===== config.mk =====
export PLATFORM = sky130hd
export DESIGN_NAME = mem_arbiter_flat
export DESIGN_NICKNAME = d
export VERILOG_FILES = /design/src/rtl/mem_arb_pkg.sv /design/src/rtl/mem_arbiter_if.sv /design/src/rtl/mem_arb_picker.sv /design/src/rtl/mem_arbiter.sv /design/src/flat_wrapper.sv
export SDC_FILE = /design/constraint.sdc
export NUM_CORES = 1
export LEC_CHECK = 0
export CAP_MARGIN = 20
export CORE_MARGIN = 1.5
export CORE_UTILIZATION = 41
export CTS_BUF_LIST = sky130_fd_sc_hd__clkbuf_16
export DETAILED_ROUTE_END_ITERATION = 12
export GPL_TIMING_DRIVEN = 1
export MAX_ROUTING_LAYER = met4
export PLACE_DENSITY = 0.9
export SYNTH_ARGS = -nofsm -noshare
export SYNTH_HDL_FRONTEND = slang
export SYNTH_SLANG_ARGS = --single-unit

===== constraint.sdc =====
create_clock -name clk -period 5 [get_ports clk]
set_input_delay 1 -clock clk [delete_from_list [all_inputs] [get_ports clk]]
set_output_delay 1 -clock clk [all_outputs]
set_load 0.01 [all_outputs]

===== src/rtl/mem_arb_pkg.sv =====
// Shared types for the two-requester memory arbiter: FSM state encoding,
// requester identifiers and a small grant helper.
// Optional feature macro: MEM_ARBITER_ROUND_ROBIN_EN (alternating tie-break).
package mem_arb_pkg;

    typedef enum logic [1:0] {
        IDLE = 2'd0,
        BUSY = 2'd1,
        RESP = 2'd2
    } arb_state_e;

    typedef enum logic {
        REQ_IF = 1'b0,
        REQ_LS = 1'b1
    } req_id_e;

    // Plain-vector state constants for the FSM register.
    localparam logic [1:0] ST_IDLE = IDLE;
    localparam logic [1:0] ST_BUSY = BUSY;
    localparam logic [1:0] ST_RESP = RESP;

    // The requester that is not the given one (round-robin tie-break).
    function automatic req_id_e other_id(input req_id_e id);
        req_id_e res;
        if (id == REQ_IF) begin
            res = REQ_LS;
        end else begin
            res = REQ_IF;
        end
        return res;
    endfunction

endpackage


===== src/rtl/mem_arbiter_if.sv =====
// Bundle of fetch, load/store and shared-memory signals around mem_arbiter.
// slave: arbiter side; master: requesters plus memory side.
interface mem_arbiter_if;

    logic        i_if_req;
    logic [31:0] i_if_addr;
    logic [31:0] o_if_rdata;
    logic        o_if_valid;
    logic        o_if_stall;

    logic        i_ls_req;
    logic        i_ls_we;
    logic [31:0] i_ls_addr;
    logic [31:0] i_ls_wdata;
    logic [31:0] o_ls_rdata;
    logic        o_ls_valid;
    logic        o_ls_stall;

    logic        o_mem_req;
    logic        o_mem_we;
    logic [31:0] o_mem_addr;
    logic [31:0] o_mem_wdata;
    logic        i_mem_ack;
    logic [31:0] i_mem_rdata;

    modport slave (
        input  i_if_req, i_if_addr,
        output o_if_rdata, o_if_valid, o_if_stall,
        input  i_ls_req, i_ls_we, i_ls_addr, i_ls_wdata,
        output o_ls_rdata, o_ls_valid, o_ls_stall,
        output o_mem_req, o_mem_we, o_mem_addr, o_mem_wdata,
        input  i_mem_ack, i_mem_rdata
    );

    modport master (
        output i_if_req, i_if_addr,
        input  o_if_rdata, o_if_valid, o_if_stall,
        output i_ls_req, i_ls_we, i_ls_addr, i_ls_wdata,
        input  o_ls_rdata, o_ls_valid, o_ls_stall,
        input  o_mem_req, o_mem_we, o_mem_addr, o_mem_wdata,
        output i_mem_ack, i_mem_rdata
    );

endinterface


===== src/rtl/mem_arb_picker.sv =====
// Grant selection between fetch and load/store requesters.
// With MEM_ARBITER_ROUND_ROBIN_EN a tie goes to the requester not granted
// last; otherwise load/store always wins a tie and last_grant is ignored.
module mem_arb_picker
    import mem_arb_pkg::*;
(
    input  logic    if_req,
    input  logic    ls_req,
    input  req_id_e last_grant,
    output logic    grant_valid,
    output req_id_e grant_id
);

`ifndef MEM_ARBITER_ROUND_ROBIN_EN
    logic unused_s;
    assign unused_s = last_grant;
`endif

    // Combinational winner selection from the current requests.
    always_comb begin
        grant_valid = if_req | ls_req;
        grant_id    = REQ_IF;
        if (if_req && ls_req) begin
`ifdef MEM_ARBITER_ROUND_ROBIN_EN
            grant_id = other_id(last_grant);
`else
            grant_id = REQ_LS;
`endif
        end else if (ls_req) begin
            grant_id = REQ_LS;
        end else begin
            grant_id = REQ_IF;
        end
    end

endmodule


===== src/rtl/mem_arbiter.sv =====
// Two-requester arbiter (fetch, load/store) onto one shared memory port.
// IDLE -> BUSY (wait for ack) -> RESP (one-cycle valid) -> IDLE.
// A requester that drops its request while BUSY is treated as flushed:
// the memory access completes but no valid pulse or rdata update follows.
// Optional feature macro: MEM_ARBITER_ROUND_ROBIN_EN (alternating tie-break).
module mem_arbiter
    import mem_arb_pkg::*;
(
    input  logic          clk,
    input  logic          rst,
    mem_arbiter_if.slave  bus
);

    logic [1:0]  state_r;
    req_id_e     owner_r;
    logic        flushed_r;
    logic        mem_req_r;
    logic        mem_we_r;
    logic [31:0] mem_addr_r;
    logic [31:0] mem_wdata_r;
    logic [31:0] if_rdata_r;
    logic [31:0] ls_rdata_r;
    logic        if_valid_r;
    logic        ls_valid_r;

    logic        grant_valid_s;
    req_id_e     grant_id_s;
    req_id_e     last_grant_s;
    logic        winner_req_s;
    logic        kill_s;

    mem_arb_picker u_picker (
        .if_req      (bus.i_if_req),
        .ls_req      (bus.i_ls_req),
        .last_grant  (last_grant_s),
        .grant_valid (grant_valid_s),
        .grant_id    (grant_id_s)
    );

`ifdef MEM_ARBITER_ROUND_ROBIN_EN
    req_id_e last_grant_r;

    // Remember which requester was granted most recently.
    always_ff @(posedge clk or posedge rst) begin
        if (rst) begin
            last_grant_r <= REQ_IF;
        end else if ((state_r == ST_IDLE) && grant_valid_s) begin
            last_grant_r <= grant_id_s;
        end
    end

    assign last_grant_s = last_grant_r;
`else
    assign last_grant_s = REQ_IF;
`endif

    // Current request level of the requester owning the transaction.
    always_comb begin
        if (owner_r == REQ_LS) begin
            winner_req_s = bus.i_ls_req;
        end else begin
            winner_req_s = bus.i_if_req;
        end
        kill_s = flushed_r | ~winner_req_s;
    end

    // Arbitration FSM and all registered outputs.
    always_ff @(posedge clk or posedge rst) begin
        if (rst) begin
            state_r     <= ST_IDLE;
            owner_r     <= REQ_IF;
            flushed_r   <= 1'b0;
            mem_req_r   <= 1'b0;
            mem_we_r    <= 1'b0;
            mem_addr_r  <= 32'h0000_0000;
            mem_wdata_r <= 32'h0000_0000;
            if_rdata_r  <= 32'h0000_0000;
            ls_rdata_r  <= 32'h0000_0000;
            if_valid_r  <= 1'b0;
            ls_valid_r  <= 1'b0;
        end else begin
            case (state_r)
                ST_IDLE: begin
                    if_valid_r <= 1'b0;
                    ls_valid_r <= 1'b0;
                    if (grant_valid_s) begin
                        owner_r   <= grant_id_s;
                        flushed_r <= 1'b0;
                        mem_req_r <= 1'b1;
                        state_r   <= ST_BUSY;
                        if (grant_id_s == REQ_LS) begin
                            mem_we_r    <= bus.i_ls_we;
                            mem_addr_r  <= bus.i_ls_addr;
                            mem_wdata_r <= bus.i_ls_wdata;
                        end else begin
                            mem_we_r    <= 1'b0;
                            mem_addr_r  <= bus.i_if_addr;
                            mem_wdata_r <= 32'h0000_0000;
                        end
                    end
                end
                ST_BUSY: begin
                    if (!winner_req_s) begin
                        flushed_r <= 1'b1;
                    end
                    if (bus.i_mem_ack) begin
                        mem_req_r <= 1'b0;
                        state_r   <= ST_RESP;
                        if (!kill_s) begin
                            if (owner_r == REQ_LS) begin
                                ls_valid_r <= 1'b1;
                                if (!mem_we_r) begin
                                    ls_rdata_r <= bus.i_mem_rdata;
                                end
                            end else begin
                                if_valid_r <= 1'b1;
                                if_rdata_r <= bus.i_mem_rdata;
                            end
                        end
                    end
                end
                ST_RESP: begin
                    if_valid_r <= 1'b0;
                    ls_valid_r <= 1'b0;
                    state_r    <= ST_IDLE;
                end
                default: begin
                    mem_req_r  <= 1'b0;
                    if_valid_r <= 1'b0;
                    ls_valid_r <= 1'b0;
                    state_r    <= ST_IDLE;
                end
            endcase
        end
    end

    assign bus.o_mem_req   = mem_req_r;
    assign bus.o_mem_we    = mem_we_r;
    assign bus.o_mem_addr  = mem_addr_r;
    assign bus.o_mem_wdata = mem_wdata_r;
    assign bus.o_if_rdata  = if_rdata_r;
    assign bus.o_ls_rdata  = ls_rdata_r;
    assign bus.o_if_valid  = if_valid_r;
    assign bus.o_ls_valid  = ls_valid_r;
    assign bus.o_if_stall  = bus.i_if_req & ~if_valid_r;
    assign bus.o_ls_stall  = bus.i_ls_req & ~ls_valid_r;

endmodule


===== src/flat_wrapper.sv =====
// flat-port wrapper written by rule: the top's interface ports become plain ports
module mem_arbiter_flat import mem_arb_pkg::*;
  (clk, rst, bus_i_if_req, bus_i_if_addr, bus_o_if_rdata, bus_o_if_valid, bus_o_if_stall, bus_i_ls_req, bus_i_ls_we, bus_i_ls_addr, bus_i_ls_wdata, bus_o_ls_rdata, bus_o_ls_valid, bus_o_ls_stall, bus_o_mem_req, bus_o_mem_we, bus_o_mem_addr, bus_o_mem_wdata, bus_i_mem_ack, bus_i_mem_rdata);
  mem_arbiter_if bus_i ();
  input  logic clk;
  input  logic rst;
  input wire logic [$bits(bus_i.i_if_req)-1:0] bus_i_if_req;
  input wire logic [$bits(bus_i.i_if_addr)-1:0] bus_i_if_addr;
  output wire logic [$bits(bus_i.o_if_rdata)-1:0] bus_o_if_rdata;
  output wire logic [$bits(bus_i.o_if_valid)-1:0] bus_o_if_valid;
  output wire logic [$bits(bus_i.o_if_stall)-1:0] bus_o_if_stall;
  input wire logic [$bits(bus_i.i_ls_req)-1:0] bus_i_ls_req;
  input wire logic [$bits(bus_i.i_ls_we)-1:0] bus_i_ls_we;
  input wire logic [$bits(bus_i.i_ls_addr)-1:0] bus_i_ls_addr;
  input wire logic [$bits(bus_i.i_ls_wdata)-1:0] bus_i_ls_wdata;
  output wire logic [$bits(bus_i.o_ls_rdata)-1:0] bus_o_ls_rdata;
  output wire logic [$bits(bus_i.o_ls_valid)-1:0] bus_o_ls_valid;
  output wire logic [$bits(bus_i.o_ls_stall)-1:0] bus_o_ls_stall;
  output wire logic [$bits(bus_i.o_mem_req)-1:0] bus_o_mem_req;
  output wire logic [$bits(bus_i.o_mem_we)-1:0] bus_o_mem_we;
  output wire logic [$bits(bus_i.o_mem_addr)-1:0] bus_o_mem_addr;
  output wire logic [$bits(bus_i.o_mem_wdata)-1:0] bus_o_mem_wdata;
  input wire logic [$bits(bus_i.i_mem_ack)-1:0] bus_i_mem_ack;
  input wire logic [$bits(bus_i.i_mem_rdata)-1:0] bus_i_mem_rdata;
  assign bus_i.i_if_req = bus_i_if_req;
  assign bus_i.i_if_addr = bus_i_if_addr;
  assign bus_o_if_rdata = bus_i.o_if_rdata;
  assign bus_o_if_valid = bus_i.o_if_valid;
  assign bus_o_if_stall = bus_i.o_if_stall;
  assign bus_i.i_ls_req = bus_i_ls_req;
  assign bus_i.i_ls_we = bus_i_ls_we;
  assign bus_i.i_ls_addr = bus_i_ls_addr;
  assign bus_i.i_ls_wdata = bus_i_ls_wdata;
  assign bus_o_ls_rdata = bus_i.o_ls_rdata;
  assign bus_o_ls_valid = bus_i.o_ls_valid;
  assign bus_o_ls_stall = bus_i.o_ls_stall;
  assign bus_o_mem_req = bus_i.o_mem_req;
  assign bus_o_mem_we = bus_i.o_mem_we;
  assign bus_o_mem_addr = bus_i.o_mem_addr;
  assign bus_o_mem_wdata = bus_i.o_mem_wdata;
  assign bus_i.i_mem_ack = bus_i_mem_ack;
  assign bus_i.i_mem_rdata = bus_i_mem_rdata;
  mem_arbiter u_core (.clk(clk), .rst(rst), .bus(bus_i));
endmodule

### Word level (Yosys, flattened, before mapping)

Cells that the tools add are included.
Widths: inputs -> output; s select.

| cells by class | value |
|---|---|
| order comparisons | 0 |
| reductions and logical operators | 11 |
| mux-type cells | 23 |
| multiply operators | 0 |
| add/subtract/negate cells | 0 |
| eq/ne operators | 8 |
| shift operators | 0 |
| bitwise gates (word level) | 11 |
| div/mod/pow operators | 0 |

Operator list:

| cell | number |
|---|---|
| $mux 32 | 2 |
| $mux 1 | 16 |
| $reduce_and 3->1 | 4 |
| $ne 2x2->1 const B | 4 |
| $not 1->1 | 7 |
| $reduce_and 5->1 | 1 |
| $mux 2 | 2 |
| $ne 2x1->1 const B | 2 |
| $pmux 2 s2 | 1 |
| $reduce_and 2->1 | 2 |
| $reduce_and 4->1 | 1 |
| $pmux 1 s3 | 1 |
| $and 1x1->1 | 2 |
| $eq 2x1->1 const B | 1 |
| $eq 2x2->1 const B | 1 |
| $logic_not 2->1 | 1 |
| $or 1x1->1 | 2 |
| $pmux 1 s2 | 1 |
| $reduce_bool 2->1 | 1 |
| $logic_and 1x1->1 | 1 |

| storage, ports and cells | value |
|---|---|
| register bits after elaboration | 136 |
| memory bits (read-only) | 0 |
| memories kept | 0 |
| output and inout port bits | 134 |
| memory bits (writable) | 0 |
| input port bits | 134 |
| word-level logic and storage cells | 64 |
| bits in latches | 0 |

### Longest topological paths before layout

Gate-level depths: netlist of run 1.

| depth | value |
|---|---|
| depth in word-level cells | 6 |
| mapped depth | 6 |
| mapped depth without buffers | 3 |

### Modules after synthesis

A second synthesis of run 1 with hierarchy kept.

| unflattened totals | value |
|---|---|
| cells, all modules | 454 |
| area total of the unflattened synthesis | 5596.6 µm² |

By module, submodules not included:

| module | area an instance (µm²) | seq. area each (µm²) | cells an instance | instances |
|---|---|---|---|---|
| mem_arbiter | 5586.6 | 3403.3 | 452 | 1 |
| mem_arb_picker | 10.0 | 0.0 | 2 | 1 |

### Least setup slack after synthesis of run 1

Ideal clock, no wire load.

| timing path | value |
|---|---|
| path type | input to output |
| start | in bus_i_ls_req |
| end | out bus_o_ls_stall |
| buffers on the path | 2 |
| stages | 3 |
| data required time | 4.000 ns |
| arrival | 1.705 ns |
| slack | 2.295 ns |
| cell sequence | buf_4 > clkbuf_1 > nor2b_1 |

| on the way | value |
|---|---|
| longest elaborated chain between the ends | 1 |

Ends and longest elaborated chain:

| what | line | source |
|---|---|---|
| start, declared | flat_wrapper.sv:12 | `input wire logic [$bits(bus_i.i_ls_req)-1:0] bus_i_ls_req;` |
| $and 1x1->1 | mem_arbiter.sv:146 | `assign bus.o_ls_stall = bus.i_ls_req & ~ls_valid_r;` |
| end, declared | flat_wrapper.sv:18 | `output wire logic [$bits(bus_i.o_ls_stall)-1:0] bus_o_ls_stall;` |

Every way passes these cells.

### Worst setup path in the final report of run 1

| timing path | value |
|---|---|
| start | in bus_i_if_req |
| end | out bus_o_if_stall |

| on the way | value |
|---|---|
| longest elaborated chain between the ends | 1 |

Ends and longest elaborated chain:

| what | line | source |
|---|---|---|
| start, declared | flat_wrapper.sv:7 | `input wire logic [$bits(bus_i.i_if_req)-1:0] bus_i_if_req;` |
| $and 1x1->1 | mem_arbiter.sv:145 | `assign bus.o_if_stall = bus.i_if_req & ~if_valid_r;` |
| end, declared | flat_wrapper.sv:11 | `output wire logic [$bits(bus_i.o_if_stall)-1:0] bus_o_if_stall;` |

Every way passes these cells.

==> impl_metrics.env, run 1 <==
export IMPL_yosys_area_top_type="sky130_fd_sc_hd__dfrtp_1"
export IMPL_fraction_of_the_core_area_covered_by_cells_at_the_end_of_the_flow=0.677
export IMPL_period_minus_slack_ns=3.34
export IMPL_tightest_slew_ns=1.05
export IMPL_post_cts_repair_setup_buffers=0
export IMPL_status="finished, final reports clean"
export IMPL_die_area_mm2=0.0142
export IMPL_wire_length_of_the_first_global_routing_pass_mm=23.0
export IMPL_core_region_area_mm2=0.0132
export IMPL_gp_congestion=0.775
export IMPL_layout_worst_path_cycle_share=0.668
export IMPL_instance_count_of_the_mapped_netlist=346
export IMPL_total_leakage_power_nw=3.92
export IMPL_worstSetupStartpointType="primary input"
export IMPL_count_of_yosys_warnings_during_synthesis=0
export IMPL_post_syn_area_mm2=0.00553
export IMPL_worst_endpoint_arrival_ns=2.34
export IMPL_cts_clk_slew_worst_paths_ns=0.06
export IMPL_min_path_type="register to register"
export IMPL_vias=3956
export IMPL_cp_end_kind="output pin"
export IMPL_h_tree_depth=4
export IMPL_wl_mm=14.4
export IMPL_timing_setup_critical_path_class="primary input to output pin"
export IMPL_hold_viol=0
export IMPL_row_count=42
export IMPL_number_of_antenna_violations_at_the_first_check_in_global_routing=0
export IMPL_gr_usage_met1=0.244
export IMPL_syn_avg_cell_area_um2=16.0
export IMPL_groute_layer_met2_usage=0.372
export IMPL_grt_overflow_total=0
export IMPL_power_density_cell_area_mw_per_mm2=611
export IMPL_antenna_violating_nets_post_route=0
export IMPL_antenna_cells=0
export IMPL_worst_ir_drop_vdd_v=0.000280
export IMPL_number_of_clock_sinks=136
export IMPL_unrepaired_setup_endpoints_after_global_routing="no"
export IMPL_grt_max_degree=137
export IMPL_ctsLongestPathBuffers=2
export IMPL_synth_fp_nets=480
export IMPL_post_cts_hold_buffer_count=0
export IMPL_io_pins=268
export IMPL_floorplan_initialDensity=0.419
export IMPL_post_synth_main_area_contributors="sky130_fd_sc_hd__dfrtp_1, sky130_fd_sc_hd__mux2_2, sky130_fd_sc_hd__mux2_4"
export IMPL_die_w_um=119
export IMPL_drt_first_iter_violations=157
export IMPL_nets=748
export IMPL_port_buffers=267
export IMPL_grt_util_all_layers=0.218
export IMPL_fin_worst_skew_ns=0.00691
export IMPL_setup_total_neg_slack_ns=0
export IMPL_drv_cap=0
export IMPL_worst_path_max_fanout=5
export IMPL_final_cell_count_no_fill=803
export IMPL_dpl_worst_slack_ns=1.65
export IMPL_number_of_global_route_vias_before_repair=4308
export IMPL_detailedPlacementHpwl_mm=10.3
export IMPL_cp_required_ns=4.00
export IMPL_postLayoutSetupSlackWorst_ns=1.66
export IMPL_viasPerCell=4.93
export IMPL_post_cts_resized_instances=0
export IMPL_cts_buffers=17
export IMPL_slew_viol_final=0
export IMPL_globalRouteMet3Util=0.0709
export IMPL_gr_max_usage_layer="met2"
export IMPL_clk_latency_ns=0.41
export IMPL_slew_limit_headroom=0.298
export IMPL_placedCellCount=770
export IMPL_tritoncts="built"
export IMPL_f_max_mhz=299
export IMPL_route_detailed_wl_per_inst_um=17.9
export IMPL_post_route_cells_drive_above_1_share=0.263
export IMPL_chipHeight_um=119
export IMPL_ys_seq_area_frac=0.616
export IMPL_synth_ff_latch_count=136
export IMPL_post_route_drc_count=0
export IMPL_setup_violations=0
export IMPL_drt_first_pass_iters=4
export IMPL_synth_largest_type_area_fraction=0.616
export IMPL_yosys_cell_types_count=24
export IMPL_cts_root_buffer_cell="sky130_fd_sc_hd__clkbuf_16"
export IMPL_areaGrowthSynthToFinish_pct=61.6
-- through the flow --
step	hold WS (ns)	area (µm²)	total power, mW
global route	0.511	8930	5.74
global placement	0.464	8340	4.18
finish	0.493	8930	5.46
floorplan	0.495	5530	2.93
detailed placement	0.475	8340	4.27
CTS	0.485	8910	5.49
-- cells in the mapped netlist (all sizes together) --
master / n
dfrtp: 136
mux2: 129
a22o: 33
buf: 12
clkbuf: 11
nor2: 4
inv: 3
nand2: 3
o21ai: 3
nand2b: 2
nor2b: 2
a21o: 1
a21oi: 1
and2: 1
and4bb: 1
nand4b: 1
o211a: 1
o21bai: 1
or3: 1
-- area by class of cell --
type | count | area, µm²
Clock buffer | 17 | 425
Tap cell | 176 | 220
Clock inverter | 15 | 138
Sequential cell | 136 | 3400
Timing Repair Buffer | 272 | 2740
Inverter | 3 | 13.8
Multi-Input combinational cell | 184 | 2000
Fill cell | 889 | 4260
-- final timing paths --
path                                                         end  cells after the start                        startpoint  slack [ns]
max                                               bus_o_if_stall                      3                      bus_i_if_req        1.66
min                             u_core.bus.o_mem_req$_DFFE_PP0P_                      2  u_core.bus.o_mem_req$_DFFE_PP0P_        0.49
max reg2reg                u_core.bus.o_ls_rdata[11]$_DFFE_PP0P_                      3     u_core.state_r[1]$_DFFE_PP0P_        2.85
min reg2reg                     u_core.bus.o_mem_req$_DFFE_PP0P_                      2  u_core.bus.o_mem_req$_DFFE_PP0P_        0.49
max in group asynchronous  u_core.bus.o_mem_addr[24]$_DFFE_PP0P_                      3                               rst        3.31
min in group asynchronous   u_core.bus.o_if_rdata[3]$_DFFE_PP0P_                      3                               rst        1.15
-- logic make-up after synthesis --
logic type | count (synthesis) | synth area share
multiplexers | 129 | 0.283
flip-flops | 136 | 0.616
buffers and inverters | 26 | 0.0254
AO/OA/AOI/OAI | 40 | 0.0604
AND/OR/NAND/NOR | 15 | 0.0154
-- per-layer routing --
layer / up-vias / part of all wire
met4: 0 / 0.018
met5: - / 0
met1: 1970 / 0.39
met3: 20 / 0.073
li1: 1786 / -
met2: 180 / 0.52
-- registers in the layout, indices dropped and copies added, names as in the netlist --
name and cells:
u_core.bus.o_if_rdata 32, u_core.bus.o_ls_rdata 32, u_core.bus.o_ls_valid 1, u_core.flushed_r 1, u_core.bus.o_mem_wdata 32, u_core.bus.o_mem_req 1
u_core.state_r 2, u_core.bus.o_mem_we 1, u_core.bus.o_if_valid 1, u_core.bus.o_mem_addr 32, u_core.owner_r 1
-- layout by cell type (no fill, tap or decap), drive strengths merged, types with 3 or more instances in the layout --
master         instances
clkdlybuf4s50        266
buf                    6
dfrtp                136
inv                    6
o21ai                  3
a22o                  33
clkinvlp               4
clkinv                 6
clkbuf                17
mux2                 129
nor2                   4
nand2                  3
-- critical path: stages --
cell and delay, ns:
sky130_fd_sc_hd__clkdlybuf4s50_1 0.58, sky130_fd_sc_hd__nor2b_1 0.17, sky130_fd_sc_hd__clkdlybuf4s50_1 0.58
-- power breakdown --
part | total, mW | internal [mW] | switching (mW)
clock | 1.19 | 0.725 | 0.462
combinational | 2.34 | 1.49 | 0.848
sequential | 1.93 | 1.62 | 0.305
Power figures use the tool's default switching activity.
==> run 2: changes to the inputs <==
==> constraint.sdc (replaced) <==
create_clock -name clk -period 3.2 [get_ports clk]
set_input_delay 0.64 -clock clk [delete_from_list [all_inputs] [get_ports clk]]
set_output_delay 0.64 -clock clk [all_outputs]
set_load 0.01 [all_outputs]
==> impl_metrics.env, run 2 (synthesis results as in run 1) <==
export IMPL_cts_buffers=17
export IMPL_viasPerCell=4.99
export IMPL_hold_viol=0
export IMPL_multiInputGateArea_mm2=0.00200
export IMPL_slew_limit_headroom=0.590
export IMPL_setup_total_neg_slack_ns=0
export IMPL_vias=4018
export IMPL_floorplan_initialDensity=0.419
export IMPL_worstSetupStartpointType="primary input"
export IMPL_final_cell_count_no_fill=806
export IMPL_antenna_violating_nets_post_route=0
export IMPL_period_minus_slack_ns=2.61
export IMPL_worst_path_max_fanout=5
export IMPL_p_switching_mw=2.60
export IMPL_cts_root_buffer_cell="sky130_fd_sc_hd__clkbuf_16"
export IMPL_f_max_mhz=383
export IMPL_timing_setup_critical_path_class="primary input to output pin"
export IMPL_port_buffers=267
export IMPL_fraction_of_the_core_area_covered_by_cells_at_the_end_of_the_flow=0.679
export IMPL_drt_first_iter_violations=232
export IMPL_gr_max_usage_layer="met2"
export IMPL_gr_usage_met1=0.251
export IMPL_wire_length_of_the_first_global_routing_pass_mm=23.5
export IMPL_worst_endpoint_arrival_ns=1.97
export IMPL_drt_first_pass_iters=4
export IMPL_clk_latency_ns=0.42
export IMPL_groute_layer_met2_usage=0.375
export IMPL_h_tree_depth=4
export IMPL_status="finished, final reports clean"
export IMPL_route_detailed_wl_per_inst_um=18.1
export IMPL_cp_end_kind="output pin"
export IMPL_postLayoutSetupSlackWorst_ns=0.586
export IMPL_switching_share=0.306
export IMPL_fraction_of_power_consumed_by_combinational_cells=0.430
export IMPL_list_of_cells_traversed_by_the_critical_path="clkdlybuf4s50_1, nor2b_1, clkdlybuf4s50_1"
export IMPL_post_cts_repair_setup_buffers=0
export IMPL_detailedPlacementHpwl_mm=10.6
export IMPL_grt_util_all_layers=0.222
export IMPL_tritoncts="built"
export IMPL_ctsLongestPathBuffers=2
export IMPL_placedCellCount=773
export IMPL_crit_path_frequent_cell="sky130_fd_sc_hd__clkdlybuf4s50_1"
export IMPL_sequentialPowerShare=0.354
export IMPL_cp_required_ns=2.56
export IMPL_holdWs_ns=0.497
export IMPL_areaGrowthSynthToFinish_pct=61.9
export IMPL_power_frac_clock=0.217
export IMPL_min_path_type="register to register"
export IMPL_fin_worst_skew_ns=0.00588
export IMPL_globalRouteMet3Util=0.0718
export IMPL_grt_max_degree=69
export IMPL_chipHeight_um=119
export IMPL_tightest_slew_ns=0.615
export IMPL_post_route_drc_count=0
export IMPL_layout_worst_path_cycle_share=0.817
export IMPL_drv_cap=0
export IMPL_die_area_mm2=0.0142
export IMPL_post_route_cells_drive_above_1_share=0.270
export IMPL_mostFrequentLayoutCells="sky130_fd_sc_hd__clkdlybuf4s50_1, sky130_fd_sc_hd__dfrtp_1, sky130_fd_sc_hd__mux2_2"
export IMPL_io_pins=268
export IMPL_critPathLaunch="bus_i_if_req"
export IMPL_core_region_area_mm2=0.0132
export IMPL_final_common_cell="sky130_fd_sc_hd__clkdlybuf4s50_1"
export IMPL_slowest_stage_cell_on_the_critical_path="sky130_fd_sc_hd__clkdlybuf4s50_1"
export IMPL_wl_mm=14.6
export IMPL_dpl_worst_slack_ns=0.589
export IMPL_post_cts_hold_buffer_count=0
export IMPL_nets=750
export IMPL_register_area_mm2=0.00340
export IMPL_row_count=42
export IMPL_worstReg2RegStart="u_core.state_r[1]$_DFFE_PP0P_"
export IMPL_power_density_cell_area_mw_per_mm2=948
export IMPL_fill_cells=894
export IMPL_worst_ir_drop_vdd_v=0.000421
export IMPL_post_cts_resized_instances=0
export IMPL_slew_viol_final=0
export IMPL_timing_critical_path_slowest_cell_delay_ns=0.59
export IMPL_gp_congestion=0.807
export IMPL_number_of_antenna_violations_at_the_first_check_in_global_routing=1
export IMPL_unrepaired_setup_endpoints_after_global_routing="no"
export IMPL_number_of_global_route_vias_before_repair=4405
export IMPL_total_leakage_power_nw=3.92
export IMPL_holdCritStartpoint="u_core.bus.o_mem_req$_DFFE_PP0P_"
export IMPL_internal_power_mw=5.88
export IMPL_number_of_clock_sinks=136
export IMPL_grt_overflow_total=0
export IMPL_die_w_um=119
export IMPL_setup_violations=0
export IMPL_cts_clk_slew_worst_paths_ns=0.06
## run 2: through the flow
| step | instance area (µm²) | total power, mW |
|---|---|---|
| final | 8950 | 8.48 |
| after global routing | 8950 | 8.90 |
| after CTS | 8950 | 8.57 |
| after detailed placement | 8390 | 6.68 |
| after global placement | 8390 | 6.54 |
| after floorplan | 5530 | 4.58 |
## run 2: critical path, delay by kind of cell
kind	cells	cell delay, ns
buffers and inverters	2	1.17
and+or+nand+nor	1	0.16
## run 2: path summary, 6_finish.rpt
path                       depth (start not counted)  slack (ns)                                    end
setup reg to reg                                   4        1.24   u_core.bus.o_ls_rdata[2]$_DFFE_PP0P_
hold reg to reg                                    2        0.50       u_core.bus.o_mem_req$_DFFE_PP0P_
min in group asynchronous                          2        0.57  u_core.bus.o_if_rdata[24]$_DFFE_PP0P_
hold / removal                                     2        0.50       u_core.bus.o_mem_req$_DFFE_PP0P_
max in group asynchronous                          3        1.96  u_core.bus.o_mem_addr[20]$_DFFE_PP0P_
setup / recovery                                   3        0.59                         bus_o_if_stall
## run 2: layer usage
layer  wire length (µm)  vias up
li1                   -     1795
met1               5720     2005
met2               7570      196
met3               1080       22
met4                225        0
met5                  0        -
## run 2: power by group through the flow
stage               sequential (mW)  clock (mW)  combinational [mW]
detailed placement             3.01           0                3.67
floorplan                      3.32           0                1.25
CTS                            3.01        1.88                3.69
finish                         3.00        1.84                3.65
global placement               2.96           0                3.58
global route                   3.09        1.95                3.86
## run 2: cell type report
cell class | count | area share
antenna | 1 | 0.000280
clock buffer | 17 | 0.0475
clock inverter | 15 | 0.0145
inverter | 3 | 0.00168
multi-input combinational | 184 | 0.223
sequential | 136 | 0.380
tap | 176 | 0.0246
timing repair buffer | 274 | 0.308
